## src/rtl/sprite_layer_renderer.sv

```systemverilog
// rtl/sprite_layer_renderer.sv - positioned, scaled, flippable, animated sprite layer emitting palette index + valid
module sprite_layer_renderer #(
    parameter int SPR_W      = 68,
    parameter int SPR_H      = 64,
    parameter int NUM_FRAMES = 4,
    parameter int SCALE_LOG2 = 0,
    parameter int IDX_W      = 4,
    parameter int ADDR_W     = 15,
    parameter int ROM_LAT    = 1,
    parameter int TRANSP_IDX = 0,
    localparam int FI_W      = (NUM_FRAMES > 1) ? $clog2(NUM_FRAMES) : 1
) (
    input  logic              vga_clk,
    input  logic              reset,
    input  logic [9:0]        DrawX,
    input  logic [9:0]        DrawY,
    input  logic              blank,
    input  logic              frame_tick,
    input  logic              sprite_en,
    input  logic [9:0]        pos_x,
    input  logic [9:0]        pos_y,
    input  logic              flip_h,
    input  logic              anim_en,
    input  logic [7:0]        ticks_per_step,
    output logic [ADDR_W-1:0] rom_address,
    input  logic [IDX_W-1:0]  rom_q,
    output logic [IDX_W-1:0]  pixel_index,
    output logic              pixel_valid,
    output logic [FI_W-1:0]   frame_idx
);

    localparam int FRAME_SZ = SPR_W * SPR_H;

    logic               en_s;
    logic               flip_s;
    logic [9:0]         px_s;
    logic [9:0]         py_s;
    logic [7:0]         tick_cnt;
    logic [7:0]         step_lim;
    logic [ROM_LAT-1:0] hit_d;
    logic               hit;
    logic [10:0]        dx;
    logic [10:0]        dy;
    logic [10:0]        lx_raw;
    logic [10:0]        lx;
    logic [10:0]        ly;
    logic [ADDR_W-1:0]  addr_next;

    // Stage 0: hit test and ROM address from the shadowed placement only
    always_comb begin
        dx     = {1'b0, DrawX} - {1'b0, px_s};
        dy     = {1'b0, DrawY} - {1'b0, py_s};
        hit    = blank & en_s & (DrawX >= px_s) & (DrawY >= py_s)
               & (dx < 11'(SPR_W << SCALE_LOG2)) & (dy < 11'(SPR_H << SCALE_LOG2));
        lx_raw = dx >> SCALE_LOG2;
        lx     = flip_s ? (11'(SPR_W - 1) - lx_raw) : lx_raw;
        ly     = dy >> SCALE_LOG2;
        addr_next = ADDR_W'(frame_idx) * ADDR_W'(FRAME_SZ)
                  + ADDR_W'(ly) * ADDR_W'(SPR_W) + ADDR_W'(lx);
        // A step period of 0 behaves like 1, so compare against max(tps,1)-1
        step_lim = (ticks_per_step == 8'd0) ? 8'd0 : ticks_per_step - 8'd1;
    end

    always_ff @(posedge vga_clk) begin
        if (reset) begin
            rom_address <= '0;
            pixel_index <= '0;
            pixel_valid <= 1'b0;
            frame_idx   <= '0;
            tick_cnt    <= '0;
            en_s        <= 1'b0;
            flip_s      <= 1'b0;
            px_s        <= '0;
            py_s        <= '0;
            hit_d       <= '0;
        end else begin
            if (hit)
                rom_address <= addr_next;
            hit_d[0] <= hit;
            for (int i = 1; i < ROM_LAT; i++)
                hit_d[i] <= hit_d[i-1];
            pixel_valid <= hit_d[ROM_LAT-1] & (rom_q != IDX_W'(TRANSP_IDX));
            pixel_index <= hit_d[ROM_LAT-1] ? rom_q : '0;
            // Shadows and animation frame change together, so a frame never tears
            if (frame_tick) begin
                en_s   <= sprite_en;
                flip_s <= flip_h;
                px_s   <= pos_x;
                py_s   <= pos_y;
                if (anim_en) begin
                    if (tick_cnt >= step_lim) begin
                        tick_cnt  <= '0;
                        frame_idx <= (frame_idx == FI_W'(NUM_FRAMES - 1)) ? '0 : frame_idx + 1'b1;
                    end else begin
                        tick_cnt <= tick_cnt + 8'd1;
                    end
                end
            end
        end
    end

endmodule
```

## config.mk

```make
export PLATFORM = sky130hd
export DESIGN_NAME = sprite_layer_renderer
export DESIGN_NICKNAME = d
export VERILOG_FILES = /design/src/rtl/sprite_layer_renderer.sv
export SDC_FILE = /design/constraint.sdc
export NUM_CORES = 1
export LEC_CHECK = 0
export BUFFER_PORTS_ARGS = -buffer_cell sky130_fd_sc_hd__buf_2
export CAP_MARGIN = 10
export CELL_PAD_IN_SITES_DETAIL_PLACEMENT = 0
export CELL_PAD_IN_SITES_GLOBAL_PLACEMENT = 2
export CORE_UTILIZATION = 37
export CTS_CLUSTER_DIAMETER = 120
export DETAILED_ROUTE_END_ITERATION = 8
export PLACE_DENSITY = 0.92
export REMOVE_ABC_BUFFERS = 1
export SLEW_MARGIN = 25
export SYNTH_ARGS = -nofsm -noshare
export SYNTH_HDL_FRONTEND = slang
export SYNTH_SLANG_ARGS = --single-unit
```

## constraint.sdc

```tcl
create_clock -name vga_clk -period 6.9 [get_ports vga_clk]
set_clock_uncertainty 0.15 [all_clocks]
set_input_delay 0.69 -clock vga_clk [delete_from_list [all_inputs] [get_ports vga_clk]]
set_output_delay 0.69 -clock vga_clk [all_outputs]
set_load 0.005 [all_outputs]
```

Word-level counts from Yosys, hierarchy flattened
Index checks and enable logic that the tools add are counted.

operators by class
  add/sub/neg operators = 8
  multiply operators = 2
  magnitude comparators = 5
  equality and inequality tests = 1
  mux-type cells = 4
  bitwise operators = 7
  reductions and logical operators = 5

operator list
  kind                     number
  $lt A11 B7 Y1 const B    2
  $sub A10 B10 Y11         2
  $ge A10 B10 Y1           2
  $mux W8                  2
  $add A15 B11 Y15         1
  $add A15 B15 Y15         1
  $mul A11 B5 Y13 const B  1
  $mux W11                 1
  $sub A7 B11 Y11 const A  1
  $add A8 B1 Y8 const B    1
  $ge A8 B8 Y1             1
  $logic_not A8 Y1         1
  $sub A8 B1 Y8 const B    1
  $mul A2 B5 Y7 const B    1
  $and A1 B1 Y1            6
  $reduce_bool A4 Y1       1
  $reduce_and A3 Y1        1
  $add A2 B1 Y2 const B    1
  $eq A2 B2 Y1 const B     1
  $mux W2                  1
  $reduce_and A2 Y1        1
  $reduce_or A2 Y1         1
  $not A1 Y1               1

storage, ports and cells
  register bits = 53
  bits of input ports = 59
  output and inout bits = 22

Logic depth before layout (Yosys ltp)
  depth after elaboration = 5
  gate-level depth with buffers = 22
  depth with buffers taken out = 22

Worst setup path after synthesis
No wires, ideal clock.

  kind = input port to flip-flop
  start point = in DrawY[2]
  end point = reg rom_address[13]
  data arrival time = 4626 ps
  path slack = 2002 ps
  stages = 17
  path through = ha_1 nor2b_1 o31a_1 or3_1 a211oi_1 ha_1 inv_1 fa_1 xnor2_1 fa_1 ha_1 or3_1 o21ai_0 a21oi_1 a41oi_1 xor2_1 a211oi_2

on the way
  word-level cells in the longest chain between the ends = 4
  elaborated cells on any way between the ends = 9
  those cells by class = add/sub (3); mul (1); order compare (2); bitwise (3)

RTL lines
  item                                                       line    RTL
  start, declared                                            16      input logic [9:0] DrawY,
  $sub A10 B10 Y11 / $ge A10 B10 Y1 (equally long branches)  52, 53
  $mul A11 B5 Y13 / $and A1 B1 Y1 (equally long branches)    59, 53
  $add A15 B15 Y15 / $and A1 B1 Y1 (equally long branches)   59, 54
  $add A15 B11 Y15 / $and A1 B1 Y1 (equally long branches)   59, 54
  end signal, assigned                                       78      rom_address <= addr_next;
  end, declared                                              25      output logic [ADDR_W-1:0] rom_address,

Parallel ways exist; a longest one is shown, timed or not.
A chain may end at the register's enable or synchronous reset.

Worst setup path after layout
  start point = in DrawY[0]
  end point = reg rom_address[13]

Same word-level chain as after synthesis.

==> key figures <==
Worst hold path
  – Hold endpoint: px_s[2]$_SDFFE_PP0P_
  – Min-delay src: px_s[2]$_SDFFE_PP0P_
  – Worst min path class: reg2reg
  – WHS Path Cells: 2

Critical path
  – R2r endpoint: rom_address[13]$_SDFFE_PP0P_
  – RR Startpoint: py_s[2]$_SDFFE_PP0P_
  – Worst-path maximum fanout: 6
  – Worst path arrival time: ~5.2 ns
  – Crit path kind: in2reg
  – Reg2Reg Depth: 18
  – Register-to-Register Setup Slack: 1.87 ns
  – Startpoint types: input port
  – Critical path capture point type: flop
  – Worst Path Required: 6.92 ns

Floorplanning
  – Vert. Die Dim: approximately 110 microns
  – Die area: 0.0128 sq mm
  – Initial cell density of the core: 0.381
  – Io pins: between 80 and 90
  – Die W: approximately 110 microns
  – FP Rows: 40
  – Placeable Area: ~0.012 sq mm

CTS
  – CTS max path bufs: 2
  – Clock slew at reported path FFs: approximately 0.070 ns
  – Post-cts sizing count: 0
  – CTS Buf Count: 5
  – TritonCTS clock tree: yes
  – Hold_buf cts: 0
  – H-tree depth: 2
  – Root Driver: clkbuf_16
  – Clock Sinks: 53
  – Setup Buffers After CTS: 0
  – Worst-skew pair later-pin latency: ~0.3 ns

Cells and area
  – Area delta synth->final: 14.3%
  – Nets: 742
  – Finished Layout Cells: 759
  – ANT cells: 0
  – Cell area after layout: around 0.0052 sq mm
  – Share of layout cells above drive strength 1: 0.176

Global routing
  – Initial antenna violation count: 0
  – Largest net degree at the start of global routing: between 40 and 50
  – Tot GR Track Use: 0.158
  – Global-route wire length before repair: 16.6 mm
  – Vias in the first global route: 3,707
  – Gr ovfl total: 0

Detailed routing
  – Vias per Instance: around 5.1
  – Via count: around 4,000
  – Final routed DRC violation total: 0
  – WL final: between 9 and 10 mm
  – Antenna-violating nets left: 0
  – WL/cell: between 10 and 15 microns
  – Detailed Routing Iterations Pass 1: 4
  – First DRT Iteration DRCs: approximately 140

Placed design
  – Hpwl dp: approximately 7.9 mm
  – PortBufs: 80
  – Placed insts: ~750
  – Placed cell area: about 0.0051 sq mm
  – Routability cong.: between 0.7 and 0.8

Run
  – Max-Cap Viols: 0

Timing
  – Crit path time final: between 5 and 6 ns
  – Unrepaired setup endpoints after global routing: false
  – Setup violators final: 0
  – Max_slew headroom: 0.651
  – Actual slew at the worst max-slew pin: 0.520 ns
  – Fmax: between 150 and 200 MHz
  – Final Cycle Share: 0.745
  – Final hold vios: 0
  – Final setup TNS: 0 ns
  – Max-slew violation total from the final report: 0

Power
  – Pwr dens: roughly 260 mW/mm^2
  – VDD IR max: around 0.15 mV
  – Power, Total: 1.35 mW
  – Leak: 2.41 nW

Synthesis
  – Synth Cell Area: between 0.004 and 0.005 sq mm
  – Synth unique cells: 63
  – Post-synthesis sequential area ratio: 0.232
  – Yosys reg bits: 53
  – Commonest cells post-synth: ha_1, nor2_1, dfxtp_1
  – Ys flop type: dfxtp_1
  – Synth Warn #: 0
  – Mean post-synth cell area: ~8.5 sq um
  – Top cells by area, synth: dfxtp_1, ha_1, mux2i_1
  – Count leader, synth: ha_1
  – Synth async-reset ratio: 0
  – Post-synth EDFFs: 0
  – Post-synth top area cell: dfxtp_1
  – Synth top area share: 0.232
  – Syn Inst Count: between 500 and 600

Run status
  – Status: finished, final reports clean
[stage by stage]
step                utilization  setup WS (ns)  hold WS, ns
finish                    0.435           1.76        0.343
global route              0.435           1.46        0.375
CTS                       0.435           1.74        0.348
detailed placement        0.423           1.44        0.329
global placement          0.423           1.59        0.325
floorplan                     -           1.09        0.310
[report_power, final]
part           total, mW  switching [mW]  internal, mW  leakage (nW)
clock              0.257           0.114         0.143        0.0700
sequential         0.321         0.00649         0.314         0.432
combinational      0.768           0.411         0.356          1.91
total               1.35           0.532         0.814          2.41
[worst max-delay path by stage]
stage / startpoint / slack [ns] / endpoint / cells past startpoint
final: DrawY[0] / 1.76 / rom_address[13]$_SDFFE_PP0P_ / 20
after global routing: DrawY[0] / 1.46 / rom_address[13]$_SDFFE_PP0P_ / 20
after CTS: DrawY[0] / 1.74 / rom_address[13]$_SDFFE_PP0P_ / 20
after detailed placement: DrawY[0] / 1.44 / rom_address[13]$_SDFFE_PP0P_ / 20
after global placement: DrawY[0] / 1.59 / rom_address[13]$_SDFFE_PP0P_ / 20
after floorplan: DrawX[0] / 1.09 / rom_address[0]$_SDFFE_PP0P_ / 11
[metal layers]
metal | up-vias | wire, microns | track usage | share of wire
met5 | - | 0 | 0 | 0
met4 | 0 | 101 | 0.0430 | 0.010
met3 | 7 | 331 | 0.0284 | 0.034
met2 | 59 | 4810 | 0.272 | 0.49
met1 | 1800 | 4570 | 0.202 | 0.47
li1 | 2038 | - | - | -
[flip-flops by register name, indices dropped and copies added (netlist names)]
| register | cells |
|---|---|
| pixel_index | 4 |
| py_s | 10 |
| frame_idx | 2 |
| hit_d | 1 |
| flip_s | 1 |
| rom_address | 15 |
| en_s | 1 |
| px_s | 10 |
| pixel_valid | 1 |
| tick_cnt | 8 |
[cells in the final DEF, fill, tap and decap left out, types with 11 or more instances in the layout]
master,netlist,layout
a21o_1,11,11
ha_1,65,65
dfxtp_1,53,53
buf_2,1,80
inv_1,38,38
mux2i_1,36,36
o21ai_0,14,14
nor2_1,64,64
nand2_1,35,35
a21oi_1,29,29
nor3_1,13,13
xor2_1,19,19
xnor2_1,27,27
[cells by family after synthesis]
logic type / synth area share
AOI/OAI and AO/OA: 0.152
xor gates and xnor gates: 0.0881
adders and majority gates: 0.204
buffers and inverters: 0.0539
DFF: 0.232
muxes: 0.0788
and+or+nand+nor: 0.191
[worst max-delay path: stages]
cell	delay, ns
buf_2	0.10
inv_1	0.05
ha_1	0.18
fa_1	0.22
nor2b_1	0.07
o31a_1	0.31
or3_1	0.34
a211oi_1	0.49
ha_1	0.22
inv_1	0.06
fa_1	0.45
xnor2_1	0.20
fa_1	0.45
ha_1	0.27
or3_1	0.37
o21ai_0	0.07
a21oi_1	0.08
a41oi_1	0.25
xor2_1	0.21
a211oi_2	0.09
[cell type report]
type,instances,area (sq um)
multi-input combinational,431,3270
timing repair buffer,83,423
clock buffer,7,143
inverter,38,143
sequential,53,1060
tap,147,184
fill,1215,6790
Note: power is estimated with default switching activity, not from simulation.
